## src/rtl/aes_host_queue_if.sv

```systemverilog
// Host register port and core block port of aes_host_queue, bundled for module ports.
// slave = queue side, master = host/core side.
interface aes_host_queue_if #(
  parameter int DW = 8
);
  logic [DW-1:0]  DIN;
  logic [6:0]     ADDR;
  logic           WR;
  logic [DW-1:0]  DOUT;
  logic           OK;
  logic           t_valid;
  logic           t_ready;
  logic [127:0]   Plain_text;
  logic           op;
  logic [3:0]     Nr;
  logic [3:0]     Nk_val;
  logic [255:0]   CipherKey;
  logic           c_valid;
  logic [127:0]   Ciphertext;

  modport slave (
    input  DIN, ADDR, WR, t_ready, c_valid, Ciphertext,
    output DOUT, OK, t_valid, Plain_text, op, Nr, Nk_val, CipherKey
  );

  modport master (
    output DIN, ADDR, WR, t_ready, c_valid, Ciphertext,
    input  DOUT, OK, t_valid, Plain_text, op, Nr, Nk_val, CipherKey
  );
endinterface

```

## src/rtl/aes_host_queue.sv

```systemverilog
// Host-side register front end for the AES core: staging/key/CFG registers plus
// DEPTH-entry input and output block FIFOs with credit-based core handshake.
module aes_host_queue #(
  parameter int DW    = 8,
  parameter int DEPTH = 4
) (
  input logic              CLK,
  input logic              RSTB,
  aes_host_queue_if.slave  hq
);
  localparam int unsigned BPW = DW / 8;
  localparam int unsigned TW  = 16 / BPW;
  localparam int unsigned KW  = 32 / BPW;
  localparam int          AW  = (DEPTH > 1) ? $clog2(DEPTH) : 1;
  localparam int          CW  = $clog2(DEPTH + 1);

  logic [127:0]   stage;
  logic [255:0]   key;
  logic           cfg_op;
  logic [2:0]     cfg_nk;
  logic           err;

  logic [128:0]   in_mem  [DEPTH];
  logic [127:0]   out_mem [DEPTH];
  logic [AW-1:0]  in_rd, in_wr, out_rd, out_wr;
  logic [CW-1:0]  in_cnt, out_cnt, inflight;
  logic [CW-1:0]  in_cnt_n, out_cnt_n, inflight_n;
  logic [CW:0]    credit_sum;

  logic sel_text, sel_out, sel_key, sel_cfg, sel_cmd, sel_stat;
  logic text_ok, key_ok, locked, nk_ok;
  logic in_empty, in_full, out_empty, out_full, busy;
  logic push_req, pop_req, clr_req, push_ok, pop_ok, xfer, res_ok, err_set;
  logic [DW-1:0] rdata;

  always_comb begin
    sel_text = (hq.ADDR[6:4] == 3'd0);
    sel_out  = (hq.ADDR[6:4] == 3'd1);
    sel_key  = (hq.ADDR[6:5] == 2'b01);
    sel_cfg  = (hq.ADDR == 7'h40);
    sel_cmd  = (hq.ADDR == 7'h41);
    sel_stat = (hq.ADDR == 7'h42);
    text_ok  = 32'(hq.ADDR[3:0]) < TW;
    key_ok   = 32'(hq.ADDR[4:0]) < KW;

    in_empty  = (in_cnt == '0);
    in_full   = (in_cnt == CW'(DEPTH));
    out_empty = (out_cnt == '0);
    out_full  = (out_cnt == CW'(DEPTH));
    busy      = (inflight != '0);
    locked    = !in_empty || busy;
    nk_ok     = (cfg_nk == 3'd3) || (cfg_nk == 3'd5) || (cfg_nk == 3'd7);

    push_req = hq.WR && sel_cmd && hq.DIN[0];
    pop_req  = hq.WR && sel_cmd && hq.DIN[1];
    clr_req  = hq.WR && sel_cmd && hq.DIN[2];
    push_ok  = push_req && !in_full && nk_ok;
    pop_ok   = pop_req && !out_empty;
    xfer     = hq.t_valid && hq.t_ready;
    res_ok   = hq.c_valid && busy && !out_full;

    err_set = (hq.WR && (sel_key || sel_cfg) && locked)
            || (push_req && !push_ok)
            || (pop_req && out_empty)
            || (hq.c_valid && !busy);

    in_cnt_n   = in_cnt + CW'(push_ok) - CW'(xfer);
    out_cnt_n  = out_cnt + CW'(res_ok) - CW'(pop_ok);
    inflight_n = inflight + CW'(xfer) - CW'(res_ok);
  end

  // Credit counts results already owed to the output FIFO, so a block is only
  // released to the core when its result is guaranteed a slot.
  assign credit_sum    = {1'b0, out_cnt} + {1'b0, inflight};
  assign hq.t_valid    = !in_empty && (credit_sum < (CW + 1)'(DEPTH));
  assign hq.Plain_text = in_mem[in_rd][127:0];
  assign hq.op         = in_mem[in_rd][128];

  always_comb begin
    hq.Nr        = '0;
    hq.Nk_val    = '0;
    hq.CipherKey = '0;
    case (cfg_nk)
      3'd3: begin
        hq.Nr = 4'd10; hq.Nk_val = 4'd4; hq.CipherKey = {128'b0, key[127:0]};
      end
      3'd5: begin
        hq.Nr = 4'd12; hq.Nk_val = 4'd6; hq.CipherKey = {64'b0, key[191:0]};
      end
      3'd7: begin
        hq.Nr = 4'd14; hq.Nk_val = 4'd8; hq.CipherKey = key;
      end
      default: ;
    endcase
  end

  always_comb begin
    rdata = '0;
    if (sel_text && text_ok)
      rdata = stage[7'(DW * hq.ADDR[3:0]) +: DW];
    else if (sel_out && text_ok && !out_empty)
      rdata = out_mem[out_rd][7'(DW * hq.ADDR[3:0]) +: DW];
    else if (sel_key && key_ok)
      rdata = key[8'(DW * hq.ADDR[4:0]) +: DW];
    else if (sel_cfg)
      rdata = DW'({4'b0, cfg_nk, cfg_op});
    else if (sel_stat)
      rdata = DW'({2'b0, busy, err, out_full, out_empty, in_full, in_empty});
  end

  always_ff @(posedge CLK or negedge RSTB) begin
    if (!RSTB) begin
      stage    <= '0;
      key      <= '0;
      cfg_op   <= 1'b0;
      cfg_nk   <= '0;
      err      <= 1'b0;
      in_rd    <= '0;
      in_wr    <= '0;
      out_rd   <= '0;
      out_wr   <= '0;
      in_cnt   <= '0;
      out_cnt  <= '0;
      inflight <= '0;
      hq.DOUT  <= '0;
      hq.OK    <= 1'b0;
      for (int unsigned i = 0; i < DEPTH; i++) begin
        in_mem[i]  <= '0;
        out_mem[i] <= '0;
      end
    end else begin
      if (hq.WR && sel_text && text_ok)
        stage[7'(DW * hq.ADDR[3:0]) +: DW] <= hq.DIN;
      if (hq.WR && sel_key && key_ok && !locked)
        key[8'(DW * hq.ADDR[4:0]) +: DW] <= hq.DIN;
      if (hq.WR && sel_cfg && !locked) begin
        cfg_op <= hq.DIN[0];
        cfg_nk <= hq.DIN[3:1];
      end

      if (push_ok) begin
        in_mem[in_wr] <= {cfg_op, stage};
        in_wr         <= in_wr + AW'(1);
      end
      if (xfer)
        in_rd <= in_rd + AW'(1);
      if (res_ok) begin
        out_mem[out_wr] <= hq.Ciphertext;
        out_wr          <= out_wr + AW'(1);
      end
      if (pop_ok)
        out_rd <= out_rd + AW'(1);

      in_cnt   <= in_cnt_n;
      out_cnt  <= out_cnt_n;
      inflight <= inflight_n;

      if (clr_req)
        err <= 1'b0;
      else if (err_set)
        err <= 1'b1;

      hq.DOUT <= hq.WR ? '0 : rdata;
      // OK follows the post-edge count so it tracks FIFO occupancy exactly.
      hq.OK   <= (out_cnt_n != '0);
    end
  end
endmodule

```

## src/flat_wrapper.sv

```systemverilog
// flat-port wrapper written by rule: the top's interface ports become plain ports
module aes_host_queue_flat 
#(
  parameter int DW    = 8,
  parameter int DEPTH = 4
)
  (CLK, RSTB, hq_DIN, hq_ADDR, hq_WR, hq_t_ready, hq_c_valid, hq_Ciphertext, hq_DOUT, hq_OK, hq_t_valid, hq_Plain_text, hq_op, hq_Nr, hq_Nk_val, hq_CipherKey);
  aes_host_queue_if #(.DW(DW)) hq_i ();
  input logic CLK;
  input logic RSTB;
  input wire logic [$bits(hq_i.DIN)-1:0] hq_DIN;
  input wire logic [$bits(hq_i.ADDR)-1:0] hq_ADDR;
  input wire logic [$bits(hq_i.WR)-1:0] hq_WR;
  input wire logic [$bits(hq_i.t_ready)-1:0] hq_t_ready;
  input wire logic [$bits(hq_i.c_valid)-1:0] hq_c_valid;
  input wire logic [$bits(hq_i.Ciphertext)-1:0] hq_Ciphertext;
  output wire logic [$bits(hq_i.DOUT)-1:0] hq_DOUT;
  output wire logic [$bits(hq_i.OK)-1:0] hq_OK;
  output wire logic [$bits(hq_i.t_valid)-1:0] hq_t_valid;
  output wire logic [$bits(hq_i.Plain_text)-1:0] hq_Plain_text;
  output wire logic [$bits(hq_i.op)-1:0] hq_op;
  output wire logic [$bits(hq_i.Nr)-1:0] hq_Nr;
  output wire logic [$bits(hq_i.Nk_val)-1:0] hq_Nk_val;
  output wire logic [$bits(hq_i.CipherKey)-1:0] hq_CipherKey;
  assign hq_i.DIN = hq_DIN;
  assign hq_i.ADDR = hq_ADDR;
  assign hq_i.WR = hq_WR;
  assign hq_i.t_ready = hq_t_ready;
  assign hq_i.c_valid = hq_c_valid;
  assign hq_i.Ciphertext = hq_Ciphertext;
  assign hq_DOUT = hq_i.DOUT;
  assign hq_OK = hq_i.OK;
  assign hq_t_valid = hq_i.t_valid;
  assign hq_Plain_text = hq_i.Plain_text;
  assign hq_op = hq_i.op;
  assign hq_Nr = hq_i.Nr;
  assign hq_Nk_val = hq_i.Nk_val;
  assign hq_CipherKey = hq_i.CipherKey;
  aes_host_queue #(.DW(DW), .DEPTH(DEPTH)) u_core (.CLK(CLK), .RSTB(RSTB), .hq(hq_i));
endmodule
```

## config.mk

```make
export PLATFORM = sky130hd
export DESIGN_NAME = aes_host_queue_flat
export DESIGN_NICKNAME = d
export VERILOG_FILES = /design/src/rtl/aes_host_queue_if.sv /design/src/rtl/aes_host_queue.sv /design/src/flat_wrapper.sv
export SDC_FILE = /design/constraint.sdc
export NUM_CORES = 2
export LEC_CHECK = 0
export CORE_MARGIN = 3
export CORE_UTILIZATION = 59
export CTS_CLUSTER_SIZE = 14
export DETAILED_ROUTE_END_ITERATION = 7
export GPL_TIMING_DRIVEN = 0
export HOLD_SLACK_MARGIN = 0.12
export PLACE_DENSITY = 0.82
export SYNTH_ARGS = -nofsm -noshare
export SYNTH_HDL_FRONTEND = slang
export SYNTH_SLANG_ARGS = --single-unit
```

## constraint.sdc

```tcl
create_clock -name CLK -period 3.61 [get_ports CLK]
set_clock_uncertainty 0.15 [all_clocks]
set_input_delay 0.361 -clock CLK [delete_from_list [all_inputs] [get_ports CLK]]
set_output_delay 0.361 -clock CLK [all_outputs]
set_load 0.02 [all_outputs]
```

==> flow_metrics.tcl <==
set metrics [dict create \
    ff_latch_area_um2 36100 \
    yosys.area.top_type "dfrtp_1" \
    r2r-start "u_core.out_rd[1]" \
    grt_pass1_vias 48200 \
    ant_nets 0 \
    syn_inst 4647 \
    cts_root_buffer "clkbuf_16" \
    critPathLaunchType "register" \
    via_per_inst 6.75 \
    maxSlewViolCount 44 \
    rows 123 \
    synth_top_family_by_area "multiplexers" \
    finalCritPeriodShare 1.02 \
    h-tree-depth 4 \
    dp_hpwl_mm 178 \
    die-area_um2 118000 \
    overflow 0 \
    grt_util_all_layers 0.416 \
    final_common_cell "dfrtp_1" \
    setup_slack_ns -0.0625 \
    avgRoutedWirePerCell_um 35.0 \
    grt_pass1_wl_mm 345 \
    cp_slowest_stage_delay_ns 0.59 \
    status "finished, violations left" \
    yosysUniqueCellTypes 72 \
    synth_xor_area_frac 0.00234 \
    worst-path-buf-inv 3 \
    relSlewSlack -0.126 \
    fp.dieW_um 344 \
    tns_ns -0.431 \
    gp_congestion 1.04 \
    multiInputGateArea_um2 29700 \
    synth_edf_count 0 \
    whs_ns 0.147 \
    drc 0 \
    criticalPathCategory "register to register" \
    p_leak_nw 36.6 \
    synth-main-ff-cell "dfrtp_1" \
    ys_seq_elements 1443 \
    synth_area_per_cell_um2 14.5 \
    antenna_found_initial 37 \
    synthMuxAreaShare 0.341 \
    tritoncts "done" \
    nFillCells 7393 \
    io_buffers 543 \
    final_cell_mix "dfrtp_1, mux2_2, clkdlybuf4s50_1" \
    r2r_cells 9 \
    crit_family "buffers and inverters" \
    hold_path_startpoint "hq_Ciphertext[11]" \
    setup_violations 15 \
    hold_viol 0 \
    placed_area_um2 74900 \
    drt_iter0_markers 5471 \
    crit_fanout 10 \
    synth_top_area_share 0.537 \
    yosysWarnings 0 \
    endpoint_kind "register" \
    design_area_um2 81200 \
    nets 5554 \
    initial_utilization 0.597 \
    drv_cap 4 \
    fmax_mhz 272 \
    vdd_drop_max_mv 0.615 \
    dr_total_vias 47400 \
    critPathMostFrequentCell "buf_2" \
    drive_gt1_frac 0.405 \
    total_power_mw 47.2 \
    arrival_ns 4.19 \
    grt_max_degree 171 \
    hold_path_end "u_core.out_mem[139]" \
    wl_mm 246 \
    min_period_ns 3.67 \
    violations "max-capacitance violations, max-slew violations, negative setup slack" \
    syn_to_final_growth_pct 20.7 \
    syn_area_um2 67300 \
    synth-simple-area-share 0.0599 \
    place_ws_ns -3.15 \
    yosys.area_share.adder 0.00443 \
    async_flop_share 1.00 \
    path_clk_slew_ns 0.06 \
    crit_slowest_cell "buf_2" \
    tightest_slew_ns 1.69 \
    hold_depth 2 \
    r2r-end "u_core.hq.DOUT[7]" \
    core_um2 113000 \
    synth_compound_area_frac 0.0278 \
    cts_sinks 1443 \
    firstDrtPassIters 6 \
    cp.required_ns 4.12 \
    io_pins 551 \
    ys_seq_area_frac 0.537 \
    r2r_setup_slack_ns -0.06 \
    clock_latency_ns 0.78 \
    synthTopCellsByArea "dfrtp_1, mux2_2, mux4_2, and2_1, mux2i_1" \
    crit_chain "buf_2 > buf_4 > buf_2 > mux2i_1 > a22oi_1 > a21oi_1 > nor4_1 > o21ai_0 > a311oi_1" \
    hold_class "input pin to register" \
    numCtsBuffers 150 \
    die_h_um 344 \
    cts_buffer_depth 3 \
    power_density_nw_per_um2 581 \
    grt_setup_unrepaired "no" \
]
-- cell type report --
cell class / instances / area share
sequential: 1443 / 0.445
multi-input combinational: 2851 / 0.366
timing repair buffer: 591 / 0.0766
clock buffer: 221 / 0.0552
buffer: 321 / 0.0245
tap: 1500 / 0.0231
clock inverter: 50 / 0.00815
inverter: 26 / 0.00140
antenna: 21 / 0.000647
-- repair_timing --
action                     in CTS  in global routing
resized for setup             224                 59
buffers inserted               17                  5
setup endpoints to repair    1261                484
pin swaps                      16                  5
hold endpoints to repair      305                  0
hold buffers                   16                  0
gates cloned                    0                  1
-- where the power goes --
| part | switching (mW) | total [mW] | internal (mW) |
|---|---|---|---|
| sequential | 1.83 | 21.2 | 19.3 |
| combinational | 4.66 | 9.81 | 5.15 |
| clock | 6.68 | 16.2 | 9.56 |
| total | 13.2 | 47.2 | 34.0 |
-- kinds of logic (layout without fill, tap and decap cells) --
family,Yosys count,after routing
flip-flops,1443,1443
AO/OA/AOI/OAI,294,294
XOR/XNOR,18,18
other,1,23
AND/OR/NAND/NOR,752,752
multiplexers,1763,1763
adder cells (fa/ha/maj),22,22
buffers and inverters,354,1209
-- per-stage QoR --
stage | util | cells
after global placement | 0.661 | 6691
after CTS | 0.718 | 6999
after global routing | 0.720 | 7013
after floorplan | - | 4648
after detailed placement | 0.664 | 6700
final | 0.720 | 7024
-- worst reg2reg max path: cells and delay by family (launching register included) --
family / cells / cell delay, ns
muxes: 1 / 0.22
and+or+nand+nor: 1 / 0.56
AOI/OAI and AO/OA: 4 / 1.03
DFF: 1 / 0.32
buffers and inverters: 3 / 1.27
-- state kept, by name, summed over array words and instances, names as in the netlist, 3 cells and up --
name             count
u_core.hq.DOUT       8
u_core.in_cnt        3
u_core.key         256
u_core.inflight      3
u_core.out_mem     512
u_core.out_cnt       3
u_core.stage       128
u_core.cfg_nk        3
u_core.in_mem      516
-- cell usage after synthesis, types with 48 or more instances --
master,n
a22oi_1,67
clkbuf_1,127
buf_6,48
mux2_2,1312
mux2i_1,123
mux4_2,288
nand3_1,51
and2_1,211
dfrtp_1,1443
and3_1,87
buf_2,114
nand2_1,205
nor2_1,100
o21ai_0,111
-- worst max path at each step --
stage,from,endpoint,cells past startpoint
final,u_core.out_rd[1],u_core.hq.DOUT[7],9
after global routing,u_core.cfg_nk[1],hq_CipherKey[92],5
after CTS,u_core.out_rd[1],u_core.hq.DOUT[3],8
after detailed placement,hq_ADDR[0],u_core.key[19],12
after global placement,RSTB,u_core.out_mem[115],1
after floorplan,hq_ADDR[1],u_core.hq.OK,13
-- per-layer routing --
| metal | GRT usage | up-vias | part of all wire |
|---|---|---|---|
| li1 | - | 18600 | - |
| met1 | 0.511 | 24700 | 0.35 |
| met4 | 0.303 | 20 | 0.086 |
| met5 | 0 | - | 0.00055 |
| met3 | 0.142 | 935 | 0.12 |
| met2 | 0.615 | 3229 | 0.44 |
Power figures use the tool's default switching activity.
